<file path="src/rtl/hr_dpwm_ctrl.sv">
// Sequencing controller for a hybrid counter/delay-line DPWM: splits each duty
// command into a coarse cycle count and a fine delay-line tap, double-buffered per period.
module hr_dpwm_ctrl #(
    parameter int Nde = 64,
    parameter int Nf  = 6,
    parameter int Nc  = 4
) (
    input  logic               clk,
    input  logic               rst,
    input  logic               en,
    input  logic [Nc+Nf-1:0]   duty_in,
    input  logic               duty_valid,
    output logic               duty_ready,
    output logic [Nf-1:0]      tap_sel,
    output logic               fine_arm,
    output logic               pwm_set,
    output logic [Nc-1:0]      cnt,
    output logic               period_start,
    output logic               busy
);

    typedef enum logic [1:0] {IDLE, RUN, STOP} state_t;

    localparam logic [Nc-1:0] CNT_MAX  = {Nc{1'b1}};
    localparam logic [Nf-1:0] TAP_MASK = Nf'(Nde - 1);

    state_t             state_q, state_d;
    logic [Nc-1:0]      cnt_q, cnt_d;
    logic [Nc+Nf-1:0]   shadow_q, shadow_d;
    logic               pending_q, pending_d;
    logic [Nc+Nf-1:0]   active_q, active_d;
    logic [Nf-1:0]      tap_sel_q, tap_sel_d;
    logic               fine_arm_q, fine_arm_d;
    logic               pwm_set_q, pwm_set_d;
    logic               period_start_q, period_start_d;

    logic               accept;
    logic               running_d;

    // Strobes are registered, so they are derived from the next-cycle state,
    // counter and (post-transfer) active duty.
    always_comb begin
        state_d   = state_q;
        cnt_d     = cnt_q;
        shadow_d  = shadow_q;
        pending_d = pending_q;
        active_d  = active_q;
        accept    = duty_valid && !pending_q;

        case (state_q)
            IDLE: begin
                cnt_d = '0;
                if (en) state_d = RUN;
            end
            RUN, STOP: begin
                cnt_d = cnt_q + Nc'(1);
                if (en)                    state_d = RUN;
                else if (cnt_q == CNT_MAX) state_d = IDLE;
                else                       state_d = STOP;
            end
            default: begin
                state_d = IDLE;
                cnt_d   = '0;
            end
        endcase

        running_d      = (state_d != IDLE);
        period_start_d = running_d && (cnt_d == '0);

        if (period_start_d && pending_q) begin
            active_d  = shadow_q;
            pending_d = 1'b0;
        end
        // An accept alongside a transfer only happens with pending clear,
        // so it always lands in the shadow for the following period.
        if (accept) begin
            shadow_d  = duty_in;
            pending_d = 1'b1;
        end

        pwm_set_d  = period_start_d && (active_d != '0);
        fine_arm_d = running_d && (active_d != '0) && (cnt_d == active_d[Nc+Nf-1:Nf]);
        tap_sel_d  = active_d[Nf-1:0] & TAP_MASK;
    end

    always_ff @(posedge clk) begin
        if (rst) begin
            state_q        <= IDLE;
            cnt_q          <= '0;
            shadow_q       <= '0;
            pending_q      <= 1'b0;
            active_q       <= '0;
            tap_sel_q      <= '0;
            fine_arm_q     <= 1'b0;
            pwm_set_q      <= 1'b0;
            period_start_q <= 1'b0;
        end else begin
            state_q        <= state_d;
            cnt_q          <= cnt_d;
            shadow_q       <= shadow_d;
            pending_q      <= pending_d;
            active_q       <= active_d;
            tap_sel_q      <= tap_sel_d;
            fine_arm_q     <= fine_arm_d;
            pwm_set_q      <= pwm_set_d;
            period_start_q <= period_start_d;
        end
    end

    assign duty_ready   = !pending_q;
    assign tap_sel      = tap_sel_q;
    assign fine_arm     = fine_arm_q;
    assign pwm_set      = pwm_set_q;
    assign cnt          = cnt_q;
    assign period_start = period_start_q;
    assign busy         = (state_q != IDLE);

endmodule

</file>
<file path="config.mk">
export PLATFORM = sky130hd
export DESIGN_NAME = hr_dpwm_ctrl
export DESIGN_NICKNAME = d
export VERILOG_FILES = /design/src/rtl/hr_dpwm_ctrl.sv
export SDC_FILE = /design/constraint.sdc
export NUM_CORES = 1
export LEC_CHECK = 0
export BUFFER_PORTS_ARGS = -buffer_cell sky130_fd_sc_hd__buf_2
export CORE_ASPECT_RATIO = 1.25
export CORE_UTILIZATION = 52
export CTS_CLUSTER_DIAMETER = 80
export DETAILED_ROUTE_END_ITERATION = 6
export PLACE_DENSITY_LB_ADDON = 0.2
export SYNTH_ARGS = -nofsm -noshare
export SYNTH_HDL_FRONTEND = slang
export SYNTH_SLANG_ARGS = --single-unit
</file>
<file path="constraint.sdc">
create_clock -name clk -period 2.75 [get_ports clk]
set_input_delay 0.55 -clock clk [delete_from_list [all_inputs] [get_ports clk]]
set_output_delay 0.55 -clock clk [all_outputs]
set_load 0.005 [all_outputs]
</file>
==> metrics, run 1 <==
Mapped Area 0.00135 mm^2; crit-path max FO 13; Final Worst Setup Slack 0.298 ns; Ports 29; Lkg Pwr 0.000647 uW; CTS tree built; critical path data arrival time 2.69 ns; Post-Place Worst Slack 0.284 ns; first drt pass iteration count 5; clock buffer count from CTS 5; Die Ht 58.9 um; ANT cells 0; hold violation count in the final report 0; Yosys cell types 31; vias in the first global route 971; HPWL Detailed 1850 um; Mean Syn Cell Area 8.63 um^2; Total GRT Usage 0.215; R2R setup slack 0.30 ns; clk buf depth 2; Starting Density 0.549; FP Rows 20; number of synthesis warnings 0; port bufs 28; CP top delay family compound AO/OA/AOI/OAI gates; CTS Hold Bufs 0; Flop pwr share 0.526; CP cell instances inv_1 > ha_1 > o21ai_0 > a21oi_1 > a21oi_1 > and2b_1 > mux2i_1 > a2111oi_2; sequential-to-total area share from yosys stat 0.446; clk slew on worst S/H paths 0.09 ns; number of cells on the critical path 8; initial antenna violation count 0; Worst setup EP type register; Mapped Nets 173; DR vias/cell 5.18; via count 1103; Slew HR 0.549; #FFs+latches synth 30; die area 0.00280 mm^2; Largest stage delay, worst path 0.63 ns; Crit path required time 2.99 ns; fin crit share 0.892; cts repair resizes 0; cell count after synthesis 156; H-tree depth 2; Area Growth Syn to Fin 12.1%; antenna viol nets, final 0; die width 47.5 um; Synth top area share 0.446; gpl congestion 0.819; RSZ-0062 raised after global routing false; clock root buffer clkbuf_4; Tmin final 2.45 ns; wirelength, routed 2530 um; Clock power frac 0.296; Critical Path Start state_q[1]; Worst-Margin Slew 0.676 ns; hold crit path type input pin to register; area leader, netlist dfxtp_1; Worst-Skew Late Latency 0.34 ns; Gate power share 0.178; class of the most critical setup path register to register; core box area 0.00245 mm^2; synth top area cells dfxtp_1 (45%), mux2i_1 (8.2%), nand2_1 (7.8%); first-pass GRT wire length 4040 um; Residual DRC 0; Switch Pwr 256 uW; total congestion overflow 0; f_max 0.408 GHz; Worst Setup EP fine_arm; wire per inst 11.9 um; outcome completed; layout cells sized above 1 0.211; switching share of total power 0.280; maxcap violations 0; First DRT Iteration DRCs 23; PwrDens 605 mW/mm^2; buffers plus inverters on the worst setup path 1; clk_skew 0.00587 ns; CP dominant cell by count a21oi_1; crit path launch type register; final total negative setup slack 0 ns; FF-to-FF path depth 8; CTS Sinks 30; Worst VDD drop 0.447 mV; Slew Viols, Final 0; RR Startpoint state_q[1]; Cell Int Power 657 uW; largest net degree at the start of global routing 28; critical path's slowest cell and2b_1; Final #Nets 196; setup violators final 0; reg-to-reg endpoint fine_arm; post-CTS setup buffer count 0
## layout make-up
class	instances	area [um^2]
Clock buffer	7	55.1
Tap cell	33	41.3
Sequential cell	30	601
Multi-Input combinational cell	110	652
Inverter	4	15.0
Timing Repair Buffer	28	140
Clock inverter	1	5.00
Fill cell	240	943
## worst min path at each step
| stage | endpoint | startpoint | cells after the start |
|---|---|---|---|
| 3_5_place_dp | shadow_q[0] | shadow_q[0] | 2 |
| 4_1_cts | shadow_q[6] | duty_in[6] | 3 |
| 5_1_grt | shadow_q[8] | duty_in[8] | 3 |
| 3_3_place_gp | shadow_q[2] | shadow_q[2] | 2 |
| 2_1_floorplan | shadow_q[3] | shadow_q[3] | 2 |
| 6_report | shadow_q[6] | duty_in[6] | 3 |
## flip-flops by register name (all words and copies together) (netlist names)
name / flops
cnt: 4
pending_q: 1
state_q: 2
pwm_set: 1
active_q: 10
shadow_q: 10
fine_arm: 1
period_start: 1
## tightest hold or removal path: cells and delay by family
family | cells | cell delay [ns]
AOI/OAI and AO/OA | 1 | 0.05
buffers and inverters | 1 | 0.09
and+or+nand+nor | 1 | 0.04
## Yosys cell counts, drive strengths merged
| cell | number |
|---|---|
| inv | 4 |
| a22o | 1 |
| clkbuf | 4 |
| o211a | 1 |
| nand2b | 1 |
| nor4 | 4 |
| o211ai | 1 |
| a211oi | 3 |
| a21boi | 1 |
| nand3 | 3 |
| a31oi | 3 |
| nor3 | 3 |
| and2b | 1 |
| and2 | 1 |
| mux2i | 11 |
| nor2b | 2 |
| a21oi | 13 |
| a2111oi | 1 |
| xnor2 | 4 |
| nand2 | 28 |
| dfxtp | 30 |
| o21ai | 3 |
| nor2 | 18 |
| xor2 | 1 |
| o22ai | 1 |
| buf | 8 |
| ha | 3 |
| nand4 | 2 |
## cell families (layout without fill, tap and decap cells)
kind of cell	Yosys count	after routing	share of synthesized area
simple gates	63	63	0.203
flops	30	30	0.446
compound gates	28	28	0.139
buf+inv	16	40	0.0697
mux	11	11	0.0818
xor+xnor	5	5	0.0325
fa+ha+maj	3	3	0.0279
## metal layers
| metal | wire length (um) | GRT usage | share of wire |
|---|---|---|---|
| met2 | 1250 | 0.346 | 0.49 |
| met4 | 51 | 0.110 | 0.020 |
| met1 | 1100 | 0.231 | 0.44 |
| met3 | 125 | 0.0920 | 0.049 |
| met5 | 0 | 0 | 0 |
## power groups by stage
| stage | Combinational [uW] | Sequential [uW] | Clock, uW |
|---|---|---|---|
| after floorplan | 128 | 487 | 0 |
| after CTS | 164 | 481 | 275 |
| after global placement | 161 | 489 | 0 |
| final | 162 | 480 | 270 |
| after global routing | 185 | 485 | 294 |
| after detailed placement | 163 | 491 | 0 |
## cells in the final DEF (no fill, tap or decap), drive strengths merged
| cell | instances |
|---|---|
| dfxtp | 30 |
| nand2 | 28 |
| buf | 28 |
| nor2 | 18 |
| a21oi | 13 |
| mux2i | 11 |
| clkbuf | 7 |
| inv | 4 |
| xnor2 | 4 |
| nor4 | 4 |
| nand3 | 3 |
| o21ai | 3 |
| nor3 | 3 |
| ha | 3 |
| a31oi | 3 |
| a211oi | 3 |
| nor2b | 2 |
| nand4 | 2 |
| a22o | 1 |
| and2b | 1 |
| and2 | 1 |
| xor2 | 1 |
| o211ai | 1 |
| nand2b | 1 |
| a21boi | 1 |
| o22ai | 1 |
| a2111oi | 1 |
| o211a | 1 |
| clkinv | 1 |
## stage by stage
| step | hold slack [ns] | utilization | instance area [um^2] | power [uW] | instances |
|---|---|---|---|---|---|
| after detailed placement | 0.471 | 0.591 | 1450 | 653 | 205 |
| after CTS | 0.441 | 0.615 | 1510 | 919 | 213 |
| after floorplan | 0.449 | - | 1350 | 615 | 156 |
| final | 0.441 | 0.615 | 1510 | 913 | 213 |
| after global routing | 0.452 | 0.615 | 1510 | 963 | 213 |
| after global placement | 0.464 | 0.591 | 1450 | 651 | 205 |
Note: power is estimated with default switching activity, not from simulation.
==> inputs of run 2 (changes only) <==
==> constraint.sdc (replaced) <==
create_clock -name clk -period 2.6 [get_ports clk]
set_input_delay 0.52 -clock clk [delete_from_list [all_inputs] [get_ports clk]]
set_output_delay 0.52 -clock clk [all_outputs]
set_load 0.005 [all_outputs]
==> run 2 against run 1 <==
  * Combinational power increased by 9%
  * First-iteration DRC count increased by 22%
  * Setup slack got worse by 0.0036 ns
  * Global-route usage increased by 0.94 points
  * Via count increased by 3.5%
  * Sequential power increased by 6.0%
  * Worst hold slack got worse by 0.023 ns
  * Sequential share of layout area decreased by 0.20 points
  * Wire length increased by 6.3%
  * Critical path type unchanged
  * Highest routed layer unchanged
==> metrics, run 2 (synthesis results as in run 1) <==
uppermost layer routed met4; Final Worst Setup Slack 0.294 ns (-0.00362 ns); met1 WL 1150 um (+4.6%); FP Rows 20 (unchanged); ANT cells 0 (unchanged); First DRT Iteration DRCs 28 (+22%); Slew HR 0.560 (+0.0110); fillers 261 (+8.8%); CTS Sinks 30 (unchanged); Slew Viols, Final 0 (unchanged); f_max 0.434 GHz (+6.3%); maxcap violations 0 (unchanged); antenna viol nets, final 0 (unchanged); Worst VDD drop 0.410 mV (-8.3%); wire per inst 12.6 um (+5.8%); Crit path required time 2.82 ns (-0.17 ns); Starting Density 0.549 (unchanged); class of the most critical setup path register to register; die area 0.00280 mm^2 (unchanged); RSZ-0062 raised after global routing false; most frequent cells in the layout dfxtp_1 (30), nand2_1 (28), buf_2 (28); first drt pass iteration count 4 (-1); Worst setup EP type register; H-tree depth 2 (unchanged); hold_sp duty_in[3]; Lkg Pwr 0.000652 uW (+0.82%); clock buffer count from CTS 5 (unchanged); critical path data arrival time 2.52 ns (-0.17 ns); wirelength, routed 2690 um (+6.3%); largest net degree at the start of global routing 28 (unchanged); met3 WL 147 um (+18%); Hold Crit Depth 3 (unchanged); final total negative setup slack 0 ns (unchanged); commonest non-fill, non-tap cell in the layout dfxtp_1; worst hold endpoint shadow_q[3]; area occupied by registers 601 um^2 (unchanged); area of the multi-input gates 652 um^2 (unchanged); post-CTS setup buffer count 0 (unchanged); clk slew on worst S/H paths 0.09 ns (about the same); Post-Place Worst Slack 0.315 ns (+0.0310 ns); layout cells sized above 1 0.215 (+0.00436); clk_skew 0.00521 ns (-0.000655 ns); Ports 29 (unchanged); crit path launch type register; CTS Hold Bufs 0 (unchanged); HPWL Detailed 1980 um (+7.0%); Tmin final 2.31 ns (-0.146 ns); vias in the first global route 993 (+2.3%); Area Growth Syn to Fin 12.6%; total congestion overflow 0 (unchanged); initial antenna violation count 0 (unchanged); CTS tree built; hold violation count in the final report 0 (unchanged); setup violators final 0 (unchanged); R2R setup slack 0.29 ns (about the same); via count 1142 (+3.5%); fin crit share 0.887 (-0.00486); clk buf depth 2 (unchanged); Die Ht 58.9 um (unchanged); first-pass GRT wire length 4290 um (+6.1%); FF-to-FF path depth 8 (unchanged); Worst-Skew Late Latency 0.33 ns (about the same); crit-path max FO 8 (-5); Residual DRC 0 (unchanged); gpl congestion 0.712 (-13%); die width 47.5 um (unchanged); reg-to-reg endpoint fine_arm; Final #Nets 197 (+0.51%); Total GRT Usage 0.224 (+0.00939); cts repair resizes 0 (unchanged); core box area 0.00245 mm^2 (unchanged); clock root buffer clkbuf_4; PwrDens 638 mW/mm^2 (+5.6%); met2 WL 1340 um (+7.1%); DR vias/cell 5.34 (+3.1%); outcome completed; Worst-Margin Slew 0.658 ns (-0.0179 ns); RR Startpoint state_q[0]; hold crit path type input pin to register; port bufs 28 (unchanged)
## run 2: how the worst max path moves through the flow
stage                from        to  slack [ns]  depth (start not counted)
2_1_floorplan  state_q[0]  fine_arm        0.61                          9
3_3_place_gp   state_q[0]  fine_arm        0.35                          8
3_5_place_dp   state_q[0]  fine_arm        0.32                          8
4_1_cts        state_q[0]  fine_arm        0.27                          8
5_1_grt        state_q[0]  fine_arm        0.04                          8
6_report       state_q[0]  fine_arm        0.29                          8
## run 2: power breakdown
group          total, uW  switching, uW  internal [uW]
combinational        176           97.7           78.6
clock                283            152            131
sequential           509           21.4            487
## run 2: per-layer routing
metal / up-vias / GRT usage
met3: 5 / 0.0982
met2: 30 / 0.350
met4: 0 / 0.0980
met1: 531 / 0.259
met5: - / 0
li1: 576 / -
## run 2: per-stage QoR
step	area [um^2]	util	power, uW	std cells	hold WS (ns)
6_report	1520	0.618	968	214	0.418
5_1_grt	1520	0.618	1030	214	0.394
4_1_cts	1520	0.618	977	214	0.412
3_5_place_dp	1460	0.594	696	206	0.470
3_3_place_gp	1460	0.594	690	206	0.464
2_1_floorplan	1350	-	651	156	0.449
## run 2: layout make-up
type	count	area share
clock buffer	7	0.0363
clock inverter	1	0.00330
inverter	4	0.00990
multi-input combinational	110	0.430
sequential	30	0.396
tap	33	0.0272
timing repair buffer	29	0.0974
## run 2: worst max-delay path: stages, from the launching register on
cell	delay [ns]
dfxtp_1	0.37
inv_1	0.05
ha_1	0.40
o21ai_0	0.30
a21oi_1	0.11
a21oi_1	0.14
and2b_1	0.32
mux2i_1	0.17
a2111oi_2	0.31
